<file path="src/rtl/uart_pkg.sv">
`default_nettype none
// ============================================================================
//  Module      : uart_pkg
//  Description : Shared UART definitions (state encodings, frame constants)
//                used by both the receiver and the transmitter.
//  Revision    : 1.0  initial release
// ============================================================================
package uart_pkg;

    // Number of data bits in one UART frame.
    localparam int UART_DATA_BITS = 8;

    // Width of the data-bit index.
    localparam int UART_IDX_W = $clog2(UART_DATA_BITS);

    // Frame-level state machine encoding shared by RX and TX.
    typedef enum logic [2:0] {
        IDLE    = 3'd0,
        START   = 3'd1,
        DATA    = 3'd2,
        STOP    = 3'd3,
        CLEANUP = 3'd4
    } uart_state_t;

endpackage : uart_pkg
`default_nettype wire

</file>
<file path="src/rtl/uart_sync2.sv">
`default_nettype none
// ============================================================================
//  Module      : uart_sync2
//  Description : Two-flop synchronizer for a single asynchronous input.
//                Both flops come out of reset at RESET_VAL.
//  Revision    : 1.0  initial release
// ============================================================================
module uart_sync2 #(
    parameter logic RESET_VAL = 1'b1
) (
    input  logic i_Clock,
    input  logic i_Rst_L,
    input  logic async_in,
    output logic sync_out
);

    logic meta;

    // Two back-to-back flops; the first may go metastable, the second filters it.
    always_ff @(posedge i_Clock or negedge i_Rst_L) begin
        if (!i_Rst_L) begin
            meta     <= RESET_VAL;
            sync_out <= RESET_VAL;
        end else begin
            meta     <= async_in;
            sync_out <= meta;
        end
    end

endmodule : uart_sync2
`default_nettype wire

</file>
<file path="src/rtl/uart_rx.sv">
`default_nettype none
// ============================================================================
//  Module      : uart_rx
//  Description : 8N1 UART receiver. Start bit is qualified at its midpoint,
//                data and stop bits are sampled one bit period apart from
//                there. Good frames pulse o_RX_DV, bad stop bits pulse
//                o_Frame_Err.
//  Revision    : 1.0  initial release
// ============================================================================
module uart_rx
    import uart_pkg::*;
#(
    parameter int CLKS_PER_BIT = 1250
) (
    input  logic       i_Clock,
    input  logic       i_Rst_L,
    input  logic       i_RX_Serial,
    output logic       o_RX_DV,
    output logic [7:0] o_RX_Byte,
    output logic       o_RX_Active,
    output logic       o_Frame_Err
);

    localparam int CNT_W = $clog2(CLKS_PER_BIT) + 1;
    localparam logic [CNT_W-1:0] HALF_CNT = CNT_W'((CLKS_PER_BIT - 1) / 2);
    localparam logic [CNT_W-1:0] LAST_CNT = CNT_W'(CLKS_PER_BIT - 1);
    localparam logic [UART_IDX_W-1:0] LAST_IDX = UART_IDX_W'(UART_DATA_BITS - 1);

    uart_state_t                  state;
    logic [CNT_W-1:0]             clk_count;
    logic [UART_IDX_W-1:0]        bit_index;
    logic [UART_DATA_BITS-1:0]    shift_reg;
    logic                         rx_s;

    uart_sync2 #(
        .RESET_VAL (1'b1)
    ) u_sync (
        .i_Clock  (i_Clock),
        .i_Rst_L  (i_Rst_L),
        .async_in (i_RX_Serial),
        .sync_out (rx_s)
    );

    // Frame state machine with registered outputs; pulses default low every cycle.
    always_ff @(posedge i_Clock or negedge i_Rst_L) begin
        if (!i_Rst_L) begin
            state       <= IDLE;
            clk_count   <= '0;
            bit_index   <= '0;
            shift_reg   <= '0;
            o_RX_DV     <= 1'b0;
            o_Frame_Err <= 1'b0;
            o_RX_Active <= 1'b0;
            o_RX_Byte   <= 8'h00;
        end else begin
            o_RX_DV     <= 1'b0;
            o_Frame_Err <= 1'b0;

            case (state)
                IDLE: begin
                    clk_count <= '0;
                    bit_index <= '0;
                    if (rx_s == 1'b0) begin
                        state       <= START;
                        o_RX_Active <= 1'b1;
                    end
                end

                // Re-check the line at mid start bit to reject short glitches.
                START: begin
                    if (clk_count == HALF_CNT) begin
                        clk_count <= '0;
                        if (rx_s == 1'b0) begin
                            state <= DATA;
                        end else begin
                            state       <= IDLE;
                            o_RX_Active <= 1'b0;
                        end
                    end else begin
                        clk_count <= clk_count + 1'b1;
                    end
                end

                DATA: begin
                    if (clk_count < LAST_CNT) begin
                        clk_count <= clk_count + 1'b1;
                    end else begin
                        clk_count            <= '0;
                        shift_reg[bit_index] <= rx_s;
                        if (bit_index == LAST_IDX) begin
                            bit_index <= '0;
                            state     <= STOP;
                        end else begin
                            bit_index <= bit_index + 1'b1;
                        end
                    end
                end

                // Output byte is only updated on a correctly framed stop bit.
                STOP: begin
                    if (clk_count < LAST_CNT) begin
                        clk_count <= clk_count + 1'b1;
                    end else begin
                        clk_count   <= '0;
                        o_RX_Active <= 1'b0;
                        state       <= CLEANUP;
                        if (rx_s == 1'b1) begin
                            o_RX_DV   <= 1'b1;
                            o_RX_Byte <= shift_reg;
                        end else begin
                            o_Frame_Err <= 1'b1;
                        end
                    end
                end

                CLEANUP: begin
                    state <= IDLE;
                end

                default: begin
                    state       <= IDLE;
                    clk_count   <= '0;
                    bit_index   <= '0;
                    o_RX_Active <= 1'b0;
                end
            endcase
        end
    end

endmodule : uart_rx
`default_nettype wire
</file>
<file path="config.mk">
export PLATFORM = sky130hd
export DESIGN_NAME = uart_rx
export DESIGN_NICKNAME = d
export VERILOG_FILES = /design/src/rtl/uart_pkg.sv /design/src/rtl/uart_sync2.sv /design/src/rtl/uart_rx.sv
export SDC_FILE = /design/constraint.sdc
export NUM_CORES = 1
export LEC_CHECK = 0
export CORE_MARGIN = 5
export CORE_UTILIZATION = 48
export DETAILED_ROUTE_END_ITERATION = 10
export HOLD_SLACK_MARGIN = 0.05
export PLACE_DENSITY = 0.76
export SYNTH_ARGS = -nofsm -noshare
export SYNTH_HDL_FRONTEND = slang
export SYNTH_HIERARCHICAL = 1
export SYNTH_SLANG_ARGS = --single-unit
</file>
<file path="constraint.sdc">
create_clock -name i_Clock -period 1.9 [get_ports i_Clock]
set_clock_uncertainty 0.1 [all_clocks]
set_input_delay 0.285 -clock i_Clock [delete_from_list [all_inputs] [get_ports i_Clock]]
set_output_delay 0.285 -clock i_Clock [all_outputs]
set_load 0.01 [all_outputs]
</file>
**After elaboration in Yosys (flattened, before gate mapping)**

Index checks and enable logic that the tools add are counted.

- Input port bits: 3
- Register bits after elaboration: 39
- Output and inout port bits: 11
- Word-level logic and storage cells: 67

- Reductions and logical operators: 10
- Magnitude comparators: 3
- Add/subtract/negate cells: 2
- Multiplexer cells: 27
- Equal/unequal tests: 12
- Bitwise operators: 3

Operators by type and width:

| cell | number |
|---|---|
| case mux 12 bit (3 select lines) | 1 |
| 2-to-1 mux 12 bit | 2 |
| 2-to-1 mux 3 bit | 7 |
| adder 12 x 1 -> 12 bit (second input constant) | 1 |
| equality test 12 x 10 -> 1 bit (second input constant) | 1 |
| less-than comparator 12 x 11 -> 1 bit (second input constant) | 1 |
| case mux 3 bit (4 select lines) | 1 |
| 2-to-1 mux 1 bit | 11 |
| inequality test 2 bit (second input constant) | 5 |
| AND reduction 5 bit | 2 |
| bitwise mux 8 bit | 1 |
| equality test 3 x 2 -> 1 bit (second input constant) | 2 |
| equality test 3 bit (second input constant) | 2 |
| case mux 3 bit (2 select lines) | 1 |
| less-than comparator 3 x 4 -> 1 bit (second input constant) | 1 |
| case mux 1 bit (4 select lines) | 1 |
| AND reduction 2 bit | 2 |
| OR reduction 2 bit | 2 |
| adder 3 x 1 -> 3 bit (second input constant) | 1 |
| demux 1 bit (select 3 bit) | 1 |
| equality test 3 x 1 -> 1 bit (second input constant) | 1 |
| greater-or-equal comparator 3 x 1 -> 1 bit (second input constant) | 1 |
| logical NOT 3 bit | 1 |
| NOT 1 bit | 3 |
| 5 further kinds | 5 |

**Logic depth before layout (Yosys ltp)**

- Depth after elaboration: 5
- Mapped depth: 8
- Depth with buffers taken out: 7

**Hierarchy**

Netlist, hierarchy kept.

Modules (own cells, without submodules):

| module | cells each | instances | seq. area each (µm²) | area an instance (µm²) |
|---|---|---|---|---|
| uart_rx | 173 | 1 | 925.9 | 1935.6 |
| uart_sync2 | 2 | 1 | 52.6 | 52.6 |

**Worst setup path before layout**

Ideal clock, no wire load.

- Path type: reg-to-reg
- Start: register clk_count[0]
- End: register shift_reg[4]
- Arrival time: 1.871 ns
- Stages on the path, launching flop included: 9
- Path buffers: 1
- Setup slack: -0.196 ns
- Period minus slack after synthesis: 2.096 ns
- Data required time: 1.675 ns
- Library setup time: 0.125 ns
- Cells stage by stage: dfrtp_1 -> inv_1 -> ha_1 -> nor4b_2 -> o21ai_1 -> nor4b_4 -> buf_6 -> and4bb_1 -> mux2_2

- Word-level cells in the longest chain between the ends: 3

RTL lines:

| what | RTL line | text |
|---|---|---|
| from (decl) | uart_rx.sv:30 | `logic [CNT_W-1:0] clk_count;` |
| from (signal assigned) | uart_rx.sv:80 | `clk_count <= clk_count + 1'b1;` |
| from (signal assigned) | uart_rx.sv:86 | `clk_count <= clk_count + 1'b1;` |
| from (signal assigned) | uart_rx.sv:102 | `clk_count <= clk_count + 1'b1;` |
| less-than comparator 12 x 11 -> 1 bit | uart_rx.sv:85 | `if (clk_count < LAST_CNT) begin` |
| NOT 1 bit (no line) | n/a |  |
| AND reduction 2 bit (no line) | n/a |  |
| to (signal, indexed assignment) | uart_rx.sv:89 | `shift_reg[bit_index] <= rx_s;` |
| to (decl) | uart_rx.sv:32 | `logic [UART_DATA_BITS-1:0] shift_reg;` |

No other way between the ends.
A chain may end at the register's enable or synchronous reset.

**Worst setup path in the final report**

- Start: register clk_count[2]
- End: register clk_count[7]

- Word-level cells in the longest chain between the ends: 3
- Elaborated cells on any way between the ends: 6
- Those cells by class: add/sub (1); order compare (1); eq/ne (1); mux (3)

RTL lines:

| what | RTL line | text |
|---|---|---|
| adder 12 x 1 -> 12 bit, or another cell as far along | uart_rx.sv:80, uart_rx.sv:86, uart_rx.sv:102 |  |
| 2-to-1 mux 12 bit, on equally long branches | uart_rx.sv:85, uart_rx.sv:101, uart_rx.sv:71 |  |
| case mux 12 bit (3 select lines) (*) | uart_rx.sv:59 | `case (state)` |

Mark *: on every way between the ends. The rest lies on a longest branch, timed or not.

==> metrics.txt <==
Mapped Area about 2000 µm²; Initial Util ~50%; DR pass1 iterations 4; Avg WL per Cell about 19 µm; Req. time, crit path roughly 2.0 ns; antenna-violating nets left 0; initial antenna violation count 0; Critical Path End Type flip-flop; GRT Total Usage about a fifth; crit path DAT between 2 and 2.5 ns; largest net degree at the start of global routing 40; WHS about 0.26 ns; endpoints failing hold 0; slowest CP cell or4_4; FILL cells about 240; most frequent cells in the layout 36 x dfrtp_1, 36 x buf_4, 14 x mux2_2; clk_lat worst skew 0.30 ns; WL final 5420 µm; crit path max fanout 10; Final min period 2.11 ns; clock root buffer clkbuf_8; fin nets roughly 240; VDD IR max about 0.42 mV; maxcap violations 0; Critical Path Max Stage Delay between 0.5 and 0.6 ns; #FFs+latches synth 39; Post-Syn Area per Cell approximately 11 µm²; Yosys warning total 6; pre-CTS setup slack -0.204 ns; Storage cell area roughly 980 µm²; clock-pin slew on the worst setup and hold paths approximately 0.07 ns; H-tree depth 2; largest cells by area after synthesis dfrtp_1 47%, mux2_2 9.1%, a31oi_1 3.5%; placer congestion estimate slightly below 0.9; worst hold path class flip-flop to flip-flop; most used cell, CP o31ai_4; Die Height 74.4 µm; Distinct cells, synth 46; worst slew pin tran 0.495 ns; Async SR Flop Fraction between 90% and 100%; TritonCTS buffer count 5; die area 5530 µm²; Synthesized Nets 183; I/O Buffers 13; Area Growth Syn to Fin 42.8%; vias in the first global route 1727; RSZ-0062 raised after global routing yes; Clock Path Buffers 2; share of cells above drive strength 1 between 40% and 50%; first-pass GRT wire length 8460 µm; failing checks negative setup slack; critical path buffer and inverter count 1; Pwr Total 1.69 mW; DRT iter0 DRCs 120; critical path type flip-flop to flip-flop; Slew HR roughly two thirds; Avg Vias per Cell 6.07; total vias in the final route around 1700; Slew Viols, Final 0; Multi-input gate area between 1000 and 1500 µm²; Lkg Pwr between 1 and 1.5 nW; # diodes 0; startpoint types flip-flop; drt drc 0; hpwl dp between 3000 and 4000 µm; final setup vio count 30; Seq/Total Area, Yosys about 49%; area leader, netlist dfrtp_1; total global routing overflow 0; CTS tree yes; Top FF cell, synth dfrtp_1; Synth top area share between 40% and 50%; Post-synth EDFFs 0; max reg flops 12; Chip Width roughly 74 µm; f_max between 0.4 and 0.5 GHz; io pins 14; Gate Count Post-Synth 175; power per cell area around 590 nW/µm²; cell row count 23; CTS Sinks 39; ratio of final minimum period to clock period 111%; critical-path cell list or4_4, o31ai_4, o31ai_4, buf_12, a31oi_2, a31oi_1; Top delay family on crit path compound AO/OA/AOI/OAI gates; CORE AREA 4000 µm²; final setup margin -0.210 ns; status finished, violations left
-- synth_stat cells, types with 2 or more instances --
cell type  number
a21oi_1         6
buf_6           3
dfrtp_1        37
a31oi_1        11
dfstp_2         2
nand3b_1        2
a41oi_1         5
a211oi_1        2
o21ai_0         2
and3_1          4
nand2_1        11
ha_1            5
mux2_2         16
buf_2           3
clkbuf_1        4
nor4b_2         2
nor3_1          2
nor2_1          9
nand3_1         8
nand4b_1        4
o31ai_4         2
inv_1           7
a22o_1          3
o21ai_1         3
-- cells by family after synthesis --
logic type | Yosys count | synth area share (%)
simple gates | 56 | 18.3
buf+inv | 18 | 4.78
compound gates | 41 | 15.5
mux | 16 | 9.06
flops | 39 | 49.2
fa+ha+maj | 5 | 3.15
-- timing repair --
item | in CTS | in global routing
gates cloned | 1 | 1
setup endpoints to repair | 33 | 34
hold buffers | 1 | 0
resized for setup | 17 | 23
setup buffers | 8 | 4
hold endpoints to repair | 37 | 0
pin swaps | 10 | 14
-- where the power goes --
group / total [mW] / internal [mW] / switching, mW
registers: 0.838 / 0.833 / 0.00435
clock network: 0.826 / 0.525 / 0.301
logic: 0.0240 / 0.00651 / 0.0175
-- final cells by class --
cell class              count  area share, %
multi-input cells         118           39.3
flip-flops and latches     39           34.5
repair buffers             57           18.4
clock buffers               6           2.56
well taps                  50           2.20
clock inverters             2           2.12
inverters                   7          0.926
-- final timing paths --
path	start	slack [ns]	end	cells after the start
worst max-delay path	clk_count[2]$_DFFE_PN0N_	-0.21	clk_count[7]$_DFFE_PN0N_	6
worst min-delay path	u_sync/meta$_DFF_PN1_	0.26	u_sync/sync_out$_DFF_PN1_	0
worst max register to register	clk_count[2]$_DFFE_PN0N_	-0.21	clk_count[7]$_DFFE_PN0N_	6
worst min register to register	u_sync/meta$_DFF_PN1_	0.26	u_sync/sync_out$_DFF_PN1_	0
max in group asynchronous	i_Rst_L	0.87	u_sync/sync_out$_DFF_PN1_	3
min in group asynchronous	i_Rst_L	0.46	o_RX_Active$_DFFE_PN0P_	3
-- stage by stage --
stage	std cells	utilization, %	TNS [ns]	instance area [µm²]
6_report	279	71.0	-3.63	2840
5_1_grt	279	71.0	-5.42	2840
4_1_cts	275	66.8	-2.38	2670
3_5_place_dp	257	59.0	-3.88	2360
3_3_place_gp	257	59.0	-1.56	2360
2_1_floorplan	175	-	-0.166	2000
-- routing by layer --
metal	vias to the layer above	routed length, µm	track usage, %
li1	756	-	-
met1	873	2290	25.0
met2	52	2780	34.0
met3	13	236	4.32
met4	0	112	11.1
met5	-	0	0
Note: power is estimated with default switching activity, not from simulation.
